## src/rtl/apb_master_bridge.sv

```systemverilog
`default_nettype none
// ============================================================================
// Module   : apb_master_bridge
// Purpose  : Converts a valid/ready command port into single APB transfers,
//            with a held response port and an ACCESS-phase timeout.
// Revision : 1.0
// ============================================================================
module apb_master_bridge #(
    parameter int AWIDTH  = 4,
    parameter int DWIDTH  = 8,
    parameter int TIMEOUT = 15
) (
    input  logic              PCLK,
    input  logic              PRESET,
    input  logic              cmd_valid,
    output logic              cmd_ready,
    input  logic              cmd_write,
    input  logic [AWIDTH-1:0] cmd_addr,
    input  logic [DWIDTH-1:0] cmd_wdata,
    output logic              rsp_valid,
    input  logic              rsp_ready,
    output logic [DWIDTH-1:0] rsp_rdata,
    output logic              rsp_err,
    output logic              rsp_tmo,
    output logic              PSEL,
    output logic              PENABLE,
    output logic              PWRITE,
    output logic [AWIDTH-1:0] PADDR,
    output logic [DWIDTH-1:0] PWDATA,
    input  logic [DWIDTH-1:0] PRDATA,
    input  logic              PREADY,
    input  logic              PSLVERR
);

    localparam int                c_CNT_W    = $clog2(TIMEOUT + 1);
    localparam logic [c_CNT_W-1:0] c_TMO_LAST = c_CNT_W'(TIMEOUT - 1);

    typedef enum logic [1:0] {
        S_IDLE   = 2'd0,
        S_SETUP  = 2'd1,
        S_ACCESS = 2'd2,
        S_RESP   = 2'd3
    } state_t;

    state_t              state_q,     state_d;
    logic                psel_q,      psel_d;
    logic                penable_q,   penable_d;
    logic                pwrite_q,    pwrite_d;
    logic [AWIDTH-1:0]   paddr_q,     paddr_d;
    logic [DWIDTH-1:0]   pwdata_q,    pwdata_d;
    logic                rsp_valid_q, rsp_valid_d;
    logic [DWIDTH-1:0]   rsp_rdata_q, rsp_rdata_d;
    logic                rsp_err_q,   rsp_err_d;
    logic                rsp_tmo_q,   rsp_tmo_d;
    logic [c_CNT_W-1:0]  wait_cnt_q,  wait_cnt_d;

    always_comb begin
        state_d     = state_q;
        psel_d      = psel_q;
        penable_d   = penable_q;
        pwrite_d    = pwrite_q;
        paddr_d     = paddr_q;
        pwdata_d    = pwdata_q;
        rsp_valid_d = rsp_valid_q;
        rsp_rdata_d = rsp_rdata_q;
        rsp_err_d   = rsp_err_q;
        rsp_tmo_d   = rsp_tmo_q;
        wait_cnt_d  = wait_cnt_q;

        case (state_q)
            S_IDLE: begin
                if (cmd_valid) begin
                    state_d   = S_SETUP;
                    psel_d    = 1'b1;
                    penable_d = 1'b0;
                    pwrite_d  = cmd_write;
                    paddr_d   = cmd_addr;
                    pwdata_d  = cmd_write ? cmd_wdata : '0;
                end
            end
            S_SETUP: begin
                state_d    = S_ACCESS;
                penable_d  = 1'b1;
                wait_cnt_d = '0;
            end
            S_ACCESS: begin
                if (PREADY) begin
                    state_d     = S_RESP;
                    psel_d      = 1'b0;
                    penable_d   = 1'b0;
                    rsp_valid_d = 1'b1;
                    rsp_rdata_d = pwrite_q ? '0 : PRDATA;
                    rsp_err_d   = PSLVERR;
                    rsp_tmo_d   = 1'b0;
                end else begin
                    wait_cnt_d = wait_cnt_q + c_CNT_W'(1);
                    // Counter still holds the previous stall count, so the last
                    // permitted stall is the one where it reads TIMEOUT-1.
                    if (wait_cnt_q == c_TMO_LAST) begin
                        state_d     = S_RESP;
                        psel_d      = 1'b0;
                        penable_d   = 1'b0;
                        rsp_valid_d = 1'b1;
                        rsp_rdata_d = '0;
                        rsp_err_d   = 1'b1;
                        rsp_tmo_d   = 1'b1;
                    end
                end
            end
            S_RESP: begin
                if (rsp_ready) begin
                    state_d     = S_IDLE;
                    rsp_valid_d = 1'b0;
                end
            end
            default: state_d = S_IDLE;
        endcase
    end

    always_ff @(posedge PCLK) begin
        if (PRESET) begin
            state_q     <= S_IDLE;
            psel_q      <= 1'b0;
            penable_q   <= 1'b0;
            pwrite_q    <= 1'b0;
            paddr_q     <= '0;
            pwdata_q    <= '0;
            rsp_valid_q <= 1'b0;
            rsp_rdata_q <= '0;
            rsp_err_q   <= 1'b0;
            rsp_tmo_q   <= 1'b0;
            wait_cnt_q  <= '0;
        end else begin
            state_q     <= state_d;
            psel_q      <= psel_d;
            penable_q   <= penable_d;
            pwrite_q    <= pwrite_d;
            paddr_q     <= paddr_d;
            pwdata_q    <= pwdata_d;
            rsp_valid_q <= rsp_valid_d;
            rsp_rdata_q <= rsp_rdata_d;
            rsp_err_q   <= rsp_err_d;
            rsp_tmo_q   <= rsp_tmo_d;
            wait_cnt_q  <= wait_cnt_d;
        end
    end

    assign cmd_ready = (state_q == S_IDLE);
    assign PSEL      = psel_q;
    assign PENABLE   = penable_q;
    assign PWRITE    = pwrite_q;
    assign PADDR     = paddr_q;
    assign PWDATA    = pwdata_q;
    assign rsp_valid = rsp_valid_q;
    assign rsp_rdata = rsp_rdata_q;
    assign rsp_err   = rsp_err_q;
    assign rsp_tmo   = rsp_tmo_q;

endmodule
`default_nettype wire

```

## config.mk

```make
export PLATFORM = sky130hd
export DESIGN_NAME = apb_master_bridge
export DESIGN_NICKNAME = d
export VERILOG_FILES = /design/src/rtl/apb_master_bridge.sv
export SDC_FILE = /design/constraint.sdc
export NUM_CORES = 1
export LEC_CHECK = 0
export ABC_AREA = 1
export CAP_MARGIN = 15
export CORE_ASPECT_RATIO = 1.75
export CORE_UTILIZATION = 46
export CTS_CLUSTER_DIAMETER = 40
export DETAILED_ROUTE_END_ITERATION = 6
export PLACE_DENSITY = 0.95
export SETUP_SLACK_MARGIN = 0.15
export SYNTH_ARGS = -nofsm -noshare
export SYNTH_HDL_FRONTEND = slang
export SYNTH_SLANG_ARGS = --single-unit
```

## constraint.sdc

```tcl
create_clock -name PCLK -period 3.85 [get_ports PCLK]
set_input_delay 0.385 -clock PCLK [delete_from_list [all_inputs] [get_ports PCLK]]
set_output_delay 0.385 -clock PCLK [all_outputs]
set_load 0.01 [all_outputs]
```

Word level (Yosys, flattened, before mapping)
Cells that the tools add are included.

Register bits after elaboration: 32. Latch bits: 0. Bits in writable memories: 0. Bits in read-only memories: 0. Bits of input ports: 27. Output and inout port bits: 27. Logic and storage cells: 56. Memories: 0.

Add/sub/neg operators: 1. Multipliers: 0. Divide/modulo/power cells: 0. Magnitude comparators: 0. Equal/unequal tests: 8. Shift operators: 0. Muxes and demuxes: 23. Bitwise gates (word level): 0. Reduce and logical (&&, ||, !) cells: 13.

Operators with widths (count): two-way mux 8 bit (4); AND reduction 3 bit (4); two-way mux 1 bit (9); two-way mux 2 bit (4); case mux 2 bit (4 select lines) (1); case mux 4 bit (2 select lines) (1); nonzero test 2 bit (4); != test 2 bit, second input constant (3); AND reduction 2 bit (3); adder 4 x 1 -> 4 bit, second input constant (1); equality test 2 bit, second input constant (2); equality test 4 bit, second input constant (1); two-way mux 4 bit (1); case mux 1 bit (2 select lines) (2); != test 3 bit, second input constant (1); case mux 1 bit (3 select lines) (1); nonzero test 3 bit (1); equality test 2 x 1 -> 1 bit, second input constant (1); logical NOT 2 bit (1).

Depth between registers and ports, before layout
Depth in word-level cells: 4. Depth in mapped cells: 9. Mapped depth without buffers: 9.

Least setup slack after synthesis
No wires, ideal clock.

Kind: reg2reg. Start point: reg state_q[0]. End point: reg psel_q (netlist: PSEL). Setup time: 0.110 ns. Arrival: 1.173 ns. Path slack: 2.567 ns. Cell stages (with the launch flop): 8. Cells stage by stage: dfxtp_1 > inv_1 > ha_1 > or2_2 > nand3_2 > nand2_1 > inv_1 > nor2_1.

Cells in the longest elaborated chain, start to end: 3. Elaborated cells between the ends (all ways): 7. Classes of those cells: eq/ne (3); mux (1); reduce/logical (3).

Ends and longest elaborated chain: start: declaration (line 45) `state_t state_q, state_d;`; start signal: assignment (line 134) `state_q <= state_d;`; equality test 2 bit or logical NOT 2 bit (tied branches) (line 70) `case (state_q)`; != test 3 bit (no source line), or another cell as far along; AND reduction 3 bit (no source line); end signal: assignment (line 135) `psel_q <= psel_d;`; end: declaration (line 46) `logic psel_q, psel_d;`.

Parallel ways exist; a longest one is shown, timed or not. A chain may end at the register's enable or synchronous reset.

Worst setup path in the final report
Start point: reg state_q[0]. End point: out cmd_ready.

Cells in the longest elaborated chain, start to end: 1.

Ends and longest elaborated chain: logical NOT 2 bit (line 148) `assign cmd_ready = (state_q == S_IDLE);`; end: declaration (line 16) `output logic cmd_ready,`.

Every way passes these cells.

==> run metrics <==
worst path arrival time 1.53 ns; status finished with violations; die width 43.4 um; Worst VDD drop 0.373 mV; CP max stage cell clkdlybuf4s50_1; Max-slew headroom 0.642; critical path depth 3; Multi-input gate area 648 um^2; Post-CTS Resized 0; Yosys cell types 23; # hold bufs at CTS 0; leak pwr 0.842 nW; R2R setup slack 2.10 ns; fin nets 270; vias 1342; CORE AREA 2780 um^2; drt first-iter violations 34; # DRC 3; area of placed instances 1920 um^2; Reg2Reg Depth 6; RSZ-0062 raised after global routing false; Design Area, Final 2010 um^2; hold_sp rsp_tmo; root buf cell clkbuf_8; min cycle time layout 1.92 ns; final hold vios 0; worst slack, placed 1.90 ns; syn avg cell area 7.65 um^2; crit-path cells inv_1 -> ha_1 -> clkdlybuf4s50_1; Reg clk slew, reported paths 0.06 ns; Mapped Area 1380 um^2; post-synth top area share 0.465; Worst path top cell family by delay buffers and inverters; total track usage 0.222; Seq/Total Area, Yosys 0.465; Routed Antenna Nets 0; first-pass GRT wire length 5310 um; initial antenna violation count 0; Yosys top cell by area dfxtp_1; cells after synthesis 180; Critical Path RT 3.46 ns; Setup Fix Bufs, Post-CTS 0; 1st-pass router iterations 7; final setup violation count 0; die footprint 3230 um^2; switching power 0.378 mW; WHS Endpoint rsp_tmo; Crit. End Element output pin; Sequential Power Share 0.381; Comb power frac 0.379; Post-Syn Nets 214; fin crit share 0.498; Clk pwr share 0.240; r2r startpoint state_q[0]; Worst Tran Pin Value 0.535 ns; global placement routability congestion 0.880; Sw Share 0.333; final wirelength 3260 um; CP max stage delay 0.55 ns; worst path bufs/invs 2; Wirelength per Cell 12.4 um; CTS Buf Count 5; hpwl dp 2380 um; vias per cell 5.10; most area-consuming cells after synthesis dfxtp_1 47%, nand2_1 11%, a21oi_1 8.0%, nor2_1 6.5%, ha_1 6.4%; CTS sink cnt 32; worst r2r dst PWDATA[3]; failing checks design-rule violations; largest net degree at the start of global routing 19; Highest Clock Rate 522 MHz; diodes inserted 0; worst setup margin 1.93 ns; # fillers 206; TNS Setup 0 ns; Layout Utilization 0.723; Clk Latency, worst-skew pair 0.29 ns; P_int 0.759 mW; # rows 25; total power 1.14 mW; boundary pin count 54; PortBufs 53; synth warn 0; vias in the first global route 1255; hold depth 2; CTS max path bufs 2; Syn-to-layout area delta 46.1%; grt ovf 0; largest fanout on the critical path 4; Yosys reg bits 32; CTS tree built; Starting Density 0.495; final slew viol count 0; layout cell share with drive strength beyond 1 0.0720; pwr/cell area 565 nW/um^2; Max-Cap Viols 0; die height 74.4 um; Startpoint Class flop; commonest non-fill, non-tap cell in the layout clkdlybuf4s50_1; commonest non-fill, non-tap cells in the layout 53 x clkdlybuf4s50_1, 39 x nand2_1, 32 x dfxtp_1; Crit Path Class reg -> out; Worst Skew 0.00666 ns; H-tree level count 2; hold crit path type reg -> reg; Reg area 641 um^2
[stage by stage]
stage / hold WS (ns) / std cells
after floorplan: 0.454 / 180
after global routing: 0.474 / 263
after global placement: 0.433 / 256
after CTS: 0.452 / 263
final: 0.446 / 263
after detailed placement: 0.443 / 256
[sequential cells by signal, summed over array words and instances (netlist names)]
signal / flops
rsp_valid: 1
state_q: 2
rsp_err: 1
PWRITE: 1
rsp_rdata: 8
PWDATA: 8
PENABLE: 1
PSEL: 1
wait_cnt_q: 4
rsp_tmo: 1
PADDR: 4
[worst max-delay path by stage]
stage,from,to
final,state_q[0],cmd_ready
after global routing,state_q[0],cmd_ready
after CTS,state_q[0],cmd_ready
after detailed placement,PRESET,rsp_rdata[7]
after global placement,PRESET,rsp_rdata[6]
after floorplan,state_q[0],PSEL
[cell usage after synthesis (all sizes together)]
library cell and number:
nand2 41, dfxtp 32, nor2 27, a21oi 24
inv 17, o21ai 13, nand3 8, ha 7
buf 3, nand4 2, or2 2, a211oi 1
clkbuf 1, nor3 1, nor3b 1
[area by class of cell]
type	instances	share of cell area
repair buffers	53	0.264
inverters	17	0.0317
well taps	27	0.0168
clock buffers	7	0.0479
multi-input cells	127	0.322
flip-flops and latches	32	0.318
[worst min-delay path, stage by stage (launching register included)]
cell and delay [ns]:
dfxtp_1 0.30, inv_1 0.05, a21oi_1 0.05
[power by group through the flow]
stage	combinational, mW	sequential [mW]	clock, mW
after floorplan	0.226	0.460	0
after global placement	0.418	0.439	0
after detailed placement	0.428	0.440	0
after CTS	0.432	0.433	0.278
after global routing	0.478	0.439	0.289
final	0.431	0.433	0.273
[routing by layer]
metal	GRT usage	part of all wire	vias to the layer above
met4	0.122	0.027	0
li1	-	-	689
met3	0.0607	0.030	8
met5	0	0	-
met1	0.233	0.40	615
met2	0.392	0.54	30
[logic make-up (layout without fill, tap and decap cells)]
| group | count (synthesis) | count (layout) | synth area share |
|---|---|---|---|
| flip-flops | 32 | 32 | 0.465 |
| buffers and inverters | 21 | 77 | 0.0645 |
| adder cells (fa/ha/maj) | 7 | 7 | 0.0636 |
| AO/OA/AOI/OAI | 38 | 38 | 0.145 |
| AND/OR/NAND/NOR | 82 | 82 | 0.262 |
(Power assumes the default switching activity.)
